`src/rtl/ahb_bus_fabric.sv`:
```
// Two-master, three-slave single-transfer AHB-style interconnect.
// Fixed-priority arbiter FSM, registered address with slave decode, and data/response muxing.
module ahb_bus_fabric #(
  parameter int AW = 16,
  parameter int DW = 32
) (
  input  logic          clk,
  input  logic          rst,
  input  logic          busreq_1,
  input  logic          busreq_2,
  input  logic          read_write,
  input  logic          ready,
  input  logic [1:0]    response,
  input  logic          split,
  input  logic [AW-1:0] data_in1,
  input  logic [AW-1:0] data_in2,
  input  logic [DW-1:0] data_in3,
  input  logic [DW-1:0] data_in4,
  input  logic [DW-1:0] rdin1,
  input  logic [DW-1:0] rdin2,
  input  logic [DW-1:0] rdin3,
  input  logic [1:0]    resp1,
  input  logic [1:0]    resp2,
  input  logic [1:0]    resp3,
  input  logic          rdy1,
  input  logic          rdy2,
  input  logic          rdy3,
  output logic          grant_1,
  output logic          grant_2,
  output logic [AW-1:0] address,
  output logic          slave_0,
  output logic          slave_1,
  output logic          slave_2,
  output logic [DW-1:0] dataout,
  output logic [DW-1:0] dout,
  output logic [1:0]    respout,
  output logic          rdyout,
  output logic          Aout,
  output logic          Dout
);

  localparam logic [1:0] IDLE  = 2'd0;
  localparam logic [1:0] GRANT = 2'd1;
  localparam logic [1:0] ADDR  = 2'd2;
  localparam logic [1:0] DATA  = 2'd3;

  logic [1:0]    state_q, state_d;
  logic          owner_q, owner_d;
  logic [AW-1:0] addr_q, addr_d;
  logic          mask1_q, mask1_d;
  logic          mask2_q, mask2_d;
  logic [2:0]    sel_raw;
  logic          in_phase;

  // The address register is loaded on every entry into ADDR so the address is valid throughout ADDR.
  always_comb begin
    state_d = state_q;
    owner_d = owner_q;
    addr_d  = addr_q;
    mask1_d = mask1_q;
    mask2_d = mask2_q;
    case (state_q)
      IDLE: begin
        if (busreq_1 && !mask1_q) begin
          owner_d = 1'b0;
          state_d = GRANT;
        end else if (busreq_2 && !mask2_q) begin
          owner_d = 1'b1;
          state_d = GRANT;
        end
      end
      GRANT: begin
        state_d = ADDR;
        addr_d  = owner_q ? data_in2 : data_in1;
      end
      ADDR: state_d = DATA;
      DATA: begin
        if (ready) begin
          case (response)
            2'b10: begin
              state_d = ADDR;
              addr_d  = owner_q ? data_in2 : data_in1;
            end
            2'b11: begin
              state_d = IDLE;
              if (owner_q) mask2_d = 1'b1;
              else         mask1_d = 1'b1;
            end
            default: state_d = IDLE;
          endcase
        end
      end
      default: state_d = IDLE;
    endcase
    if (split) begin
      mask1_d = 1'b0;
      mask2_d = 1'b0;
    end
  end

  always_ff @(posedge clk or posedge rst) begin
    if (rst) begin
      state_q <= IDLE;
      owner_q <= 1'b0;
      addr_q  <= '0;
      mask1_q <= 1'b0;
      mask2_q <= 1'b0;
    end else begin
      state_q <= state_d;
      owner_q <= owner_d;
      addr_q  <= addr_d;
      mask1_q <= mask1_d;
      mask2_q <= mask2_d;
    end
  end

  always_comb begin
    in_phase = (state_q == ADDR) || (state_q == DATA);
    case (addr_q[AW-1 -: 3])
      3'b001:  sel_raw = 3'b001;
      3'b010:  sel_raw = 3'b010;
      3'b011:  sel_raw = 3'b100;
      default: sel_raw = 3'b000;
    endcase
    grant_1 = (state_q != IDLE) && !owner_q;
    grant_2 = (state_q != IDLE) && owner_q;
    Aout    = in_phase;
    Dout    = (state_q == DATA) && read_write;
    dataout = Dout ? (owner_q ? data_in4 : data_in3) : '0;
    address = in_phase ? addr_q : '0;
    slave_0 = in_phase && sel_raw[0];
    slave_1 = in_phase && sel_raw[1];
    slave_2 = in_phase && sel_raw[2];
  end

  // Read path follows the internal decode; the idle default ready is suppressed while reset is held.
  always_comb begin
    dout    = '0;
    respout = 2'b00;
    rdyout  = 1'b1;
    case (sel_raw)
      3'b001: begin dout = rdin1; respout = resp1; rdyout = rdy1; end
      3'b010: begin dout = rdin2; respout = resp2; rdyout = rdy2; end
      3'b100: begin dout = rdin3; respout = resp3; rdyout = rdy3; end
      default: ;
    endcase
    if (rst) begin
      dout    = '0;
      respout = 2'b00;
      rdyout  = 1'b0;
    end
  end

endmodule

```
`config.mk`:
```
export PLATFORM = sky130hd
export DESIGN_NAME = ahb_bus_fabric
export DESIGN_NICKNAME = d
export VERILOG_FILES = /design/src/rtl/ahb_bus_fabric.sv
export SDC_FILE = /design/constraint.sdc
export NUM_CORES = 1
export LEC_CHECK = 0
export CORE_AREA = 2 2 115 117
export DETAILED_ROUTE_END_ITERATION = 8
export DIE_AREA = 0 0 117 119
export GPL_TIMING_DRIVEN = 1
export PLACE_DENSITY_LB_ADDON = 0.1
export SKIP_CTS_REPAIR_TIMING = 1
export SLEW_MARGIN = 20
export SYNTH_ARGS = -nofsm -noshare
export SYNTH_HDL_FRONTEND = slang
export SYNTH_SLANG_ARGS = --single-unit
export TNS_END_PERCENT = 1
```
`constraint.sdc`:
```
create_clock -name clk -period 3.1 [get_ports clk]
set_input_delay 0.775 -clock clk [delete_from_list [all_inputs] [get_ports clk]]
set_output_delay 0.775 -clock clk [all_outputs]
set_load 0.005 [all_outputs]
```
* Word level (Yosys, flattened, before mapping)
Index checks and enable logic that the tools add are counted.
Operators by class: equal/unequal tests 15, multiplexer cells 31, reduce and logical (&&, ||, !) cells 25
Operators by type and width (number):
- $mux W32 | 3
- $pmux W32 S3 | 1
- $mux W16 | 4
- $pmux W16 S2 | 1
- $reduce_bool A2 Y1 | 7
- $mux W1 | 13
- $mux W2 | 5
- $eq A3 B2 Y1 const B | 3
- $pmux W3 S3 | 1
- $eq A2 B2 Y1 const B | 4
- $logic_and A1 B1 Y1 | 8
- $pmux W2 S4 | 1
- $reduce_and A4 Y1 | 2
- $eq A3 B1 Y1 const B | 2
- $pmux W2 S3 | 1
- $ne A2 B2 Y1 const B | 2
- $reduce_and A2 Y1 | 2
- $eq A3 B3 Y1 const B | 1
- $logic_not A1 Y1 | 3
- $ne A3 B3 Y1 const B | 1
- $pmux W1 S3 | 1
- $reduce_and A3 Y1 | 1
- $eq A2 B1 Y1 const B | 1
- $logic_not A2 Y1 | 1
- other kinds (2) | 2
Word-level totals: flip-flop bits (word level) 21, bits of input ports 210, output and inout bits 90, logic and storage cells 76

* Longest topological paths before layout
depth in word-level cells 5, gate-level depth with buffers 6, depth with buffers taken out 3

* Least setup slack after synthesis
No wires, ideal clock.
path kind input to output, from input port rst, to output port dout[10], arrival 1.895 ns, required time 2.325 ns, setup slack 0.430 ns, cell stages on the path 4, buffers on the path 1, cells stage by stage inv_1 -> o211ai_2 -> clkbuf_1 -> nor2_1
On the way: cells in the longest elaborated chain, start to end 1
Ends and longest elaborated chain:
- start, declared | line 8 | input logic rst,
- $mux W32 | line 147 | if (rst) begin
- end, declared | line 35 | output logic [DW-1:0] dout,
Every way passes these cells.

* Final worst setup path
from input port rst, to output port dout[4]
The elaborated chain is that of the path after synthesis.

==> impl_summary.txt <==
----------------------------------------------------
[Outcome]
  Run status ... completed

[Power]
  Power per cell area ... 631 nW/um2
  Lkg Pwr ... 2.40 nW
  IR drop worst, VDD ... 0.000319 V

[Placement]
  GP Congestion ... 0.769
  Post-detailed-placement half-perimeter wirelength ... 9680 um
  Port buffer count ... 299

[Cells and area]
  Fraction of layout instances using a drive strength above 1 ... 0.154
  Fill count ... 1255
  Sequential cell area ... 531 um2
  Most common library cell in the layout ignoring fill and taps ... clkdlybuf4s50_1
  Layout-stage area growth over the synthesis result ... 127%
  Most used cells in the layout excluding fill and tap cells ... clkdlybuf4s50_1, nor2_1, mux2_2
  Net count reported at finish ... 797
  Area of the multi-input gates ... 1920 um2
  Antenna diodes ... 0

[Yosys]
  Gate Count Post-Synth ... 298
  Yosys reg bits ... 21
  Synthesized area per cell ... 8.81 um2
  Proportion of register bits with asynchronous set or reset after synthesis ... 1.00
  Main area contributors after synthesis ... mux2_2, dfrtp_1, mux2i_1, a22oi_1, nor2_1
  Synthesized net count ... 508
  Most instantiated flip-flop cell in the synthesis netlist ... dfrtp_1
  Ys Warns ... 0
  Number of distinct library cells after synthesis ... 29
  EDFF count, synth ... 0
  Mapped cell area ... 2630 um2
  Cell type contributing the most total cell area after synthesis ... mux2_2
  Synth top area share ... 0.236
  Sequential element share of the synthesized area ... 0.200

[STA]
  Period utilisation layout ... 0.981
  Final Skew ... 2.04 ps
  Worst-margin pin slew ... 514 ps
  RSZ-0062 raised after global routing ... no
  Tmin final ... 3040 ps
  Total count of max-transition violations in the final report ... 0
  Worst hold margin ... 502 ps
  Total negative slack for setup checks ... 0 ps
  Endpoints failing setup ... 0
  Final hold violation count ... 0
  Max-Slew Margin vs Limit ... 0.657
  Maximum clock frequency ... 329 MHz

[Worst setup path]
  Endpoint of the most critical setup path ... dout[4]
  Most prevalent standard cell on the critical path ... clkdlybuf4s50_1
  Maximum fanout along the worst path ... 17
  Beginning of the worst register-to-register path ... owner_q
  Critical path cell sequence ... clkdlybuf4s50_1, inv_2, o211ai_4, clkbuf_16, nor2_1, clkdlybuf4s50_1
  Startpoint types ... input pin
  Critical Path Start ... rst
  Critical Path Sink Type ... output pin
  Worst path slowest cell ... clkdlybuf4s50_1
  Capturing point of the worst reg2reg path ... addr_q[3]
  Setup slack on the worst flop-to-flop path ... 1460 ps
  Cell count of the worst reg-to-reg path ... 3
  Data arrival time at the worst-slack endpoint ... 2270 ps
  Endpoint required time on the critical path ... 2320 ps
  Critical Setup Path Class ... in -> out
  Worst path max stage delay ... 510 ps

[Die]
  Die Ht ... 119 um
  Area of the die ... 13900 um2
  Ports ... 300
  Starting density of the core ... 0.204
  Number of placement rows ... 42
  Die Wd ... 117 um
  Area of the core region ... 12900 um2

[Clocking]
  Buffer type at the clock tree root ... clkbuf_16
  Clock tree sinks ... 21
  Register clock-pin slew on the reported worst setup and hold paths ... 60 ps
  Max Buffers Root-to-Sink ... 2
  H-Tree Level Count ... 1
  Later-pin clock latency in the skew report ... 250 ps
  Cts bufs inserted ... 3
  Clock tree from TritonCTS ... done

[Routing]
  Routed Wire Length ... 11900 um
  Post-route DRC ... 0
  Length of the first detailed-routing pass in iterations ... 4
  Average wire length per cell after detail routing ... 15.6 um
  Post-route ant nets ... 0
  Routed vias ... 3339
  Number of DRC markers after the initial detailed-route iteration ... 101
  Via density ... 4.38

[GRT]
  Number of antenna violations at the first check in global routing ... 0
  Largest net degree at the start of global routing ... 38
  Congestion Overflow GR ... 0
  Vias in the first global route ... 3397
  First-pass GRT wire length ... 17300 um
  Overall global routing resource usage ... 0.156

[Worst hold path]
  Hold WC Path Type ... reg -> reg

[Job]
  Max cap viols ... 0

----------------------------------------------------
-- worst max-delay path, delay by kind of cell --
kind / cells / cell delay (ps)
buffers and inverters: 4 / 1250
AO/OA/AOI/OAI: 1 / 110
AND/OR/NAND/NOR: 1 / 120
-- area by class of cell --
| cell class | count | area share |
|---|---|---|
| Tap cell | 176 | 0.0370 |
| Clock inverter | 1 | 0.000841 |
| Inverter | 6 | 0.00378 |
| Multi-Input combinational cell | 242 | 0.322 |
| Timing Repair Buffer | 313 | 0.535 |
| Clock buffer | 3 | 0.0126 |
| Sequential cell | 21 | 0.0891 |
-- how the worst min path moves through the flow --
stage / start / end / slack (ps) / cells past startpoint
global placement: mask2_q / mask2_q / 480 / 1
CTS: mask1_q / mask1_q / 510 / 1
detailed placement: addr_q[7] / addr_q[7] / 490 / 1
floorplan: mask1_q / mask1_q / 470 / 1
global route: addr_q[8] / addr_q[8] / 520 / 1
finish: addr_q[1] / addr_q[1] / 500 / 1
-- layer usage --
layer	vias up	wire length [um]	part of all wire	GRT usage
met2	183	6180	0.52	0.303
met3	12	1290	0.11	0.0468
met4	0	180	0.015	0.0294
met5	-	0	0	0
li1	1636	-	-	-
met1	1508	4210	0.36	0.163
-- flip-flops by register name, indices dropped and copies added, names as in the netlist --
name,count
addr_q,16
state_q,2
mask1_q,1
mask2_q,1
owner_q,1
-- cells in the mapped netlist, types with 2 or more instances --
cell	n
a22oi_1	35
a32o_1	2
and2_1	16
buf_2	13
buf_4	2
buf_6	3
clkbuf_1	9
dfrtp_1	21
inv_1	6
mux2_2	55
mux2_4	9
mux2i_1	35
nand2_1	4
nor2_1	70
nor2b_1	3
o21ai_0	2
-- cell families (layout without fill, tap and decap cells) --
logic type,after synthesis,in the layout,synth area share
flops,21,21,0.200
compound gates,43,43,0.129
mux,99,99,0.421
buf+inv,35,323,0.0738
simple gates,100,100,0.176
-- per-stage QoR --
step	std cells	utilization	area, um2	power, mW	worst slack (ps)
6_report	762	0.462	5950	3.76	59.9
5_1_grt	762	0.462	5950	4.04	2.60
4_1_cts	760	0.458	5890	3.76	86.1
3_5_place_dp	756	0.452	5810	3.47	97.0
3_3_place_gp	756	0.452	5810	3.45	123
2_1_floorplan	298	-	2630	2.13	430
-- power breakdown --
part | switching [mW] | total [mW] | internal [mW]
clock | 0.101 | 0.275 | 0.173
sequential | 0.171 | 0.582 | 0.411
combinational | 1.10 | 2.90 | 1.80
total | 1.37 | 3.76 | 2.39
(Power assumes the default switching activity.)
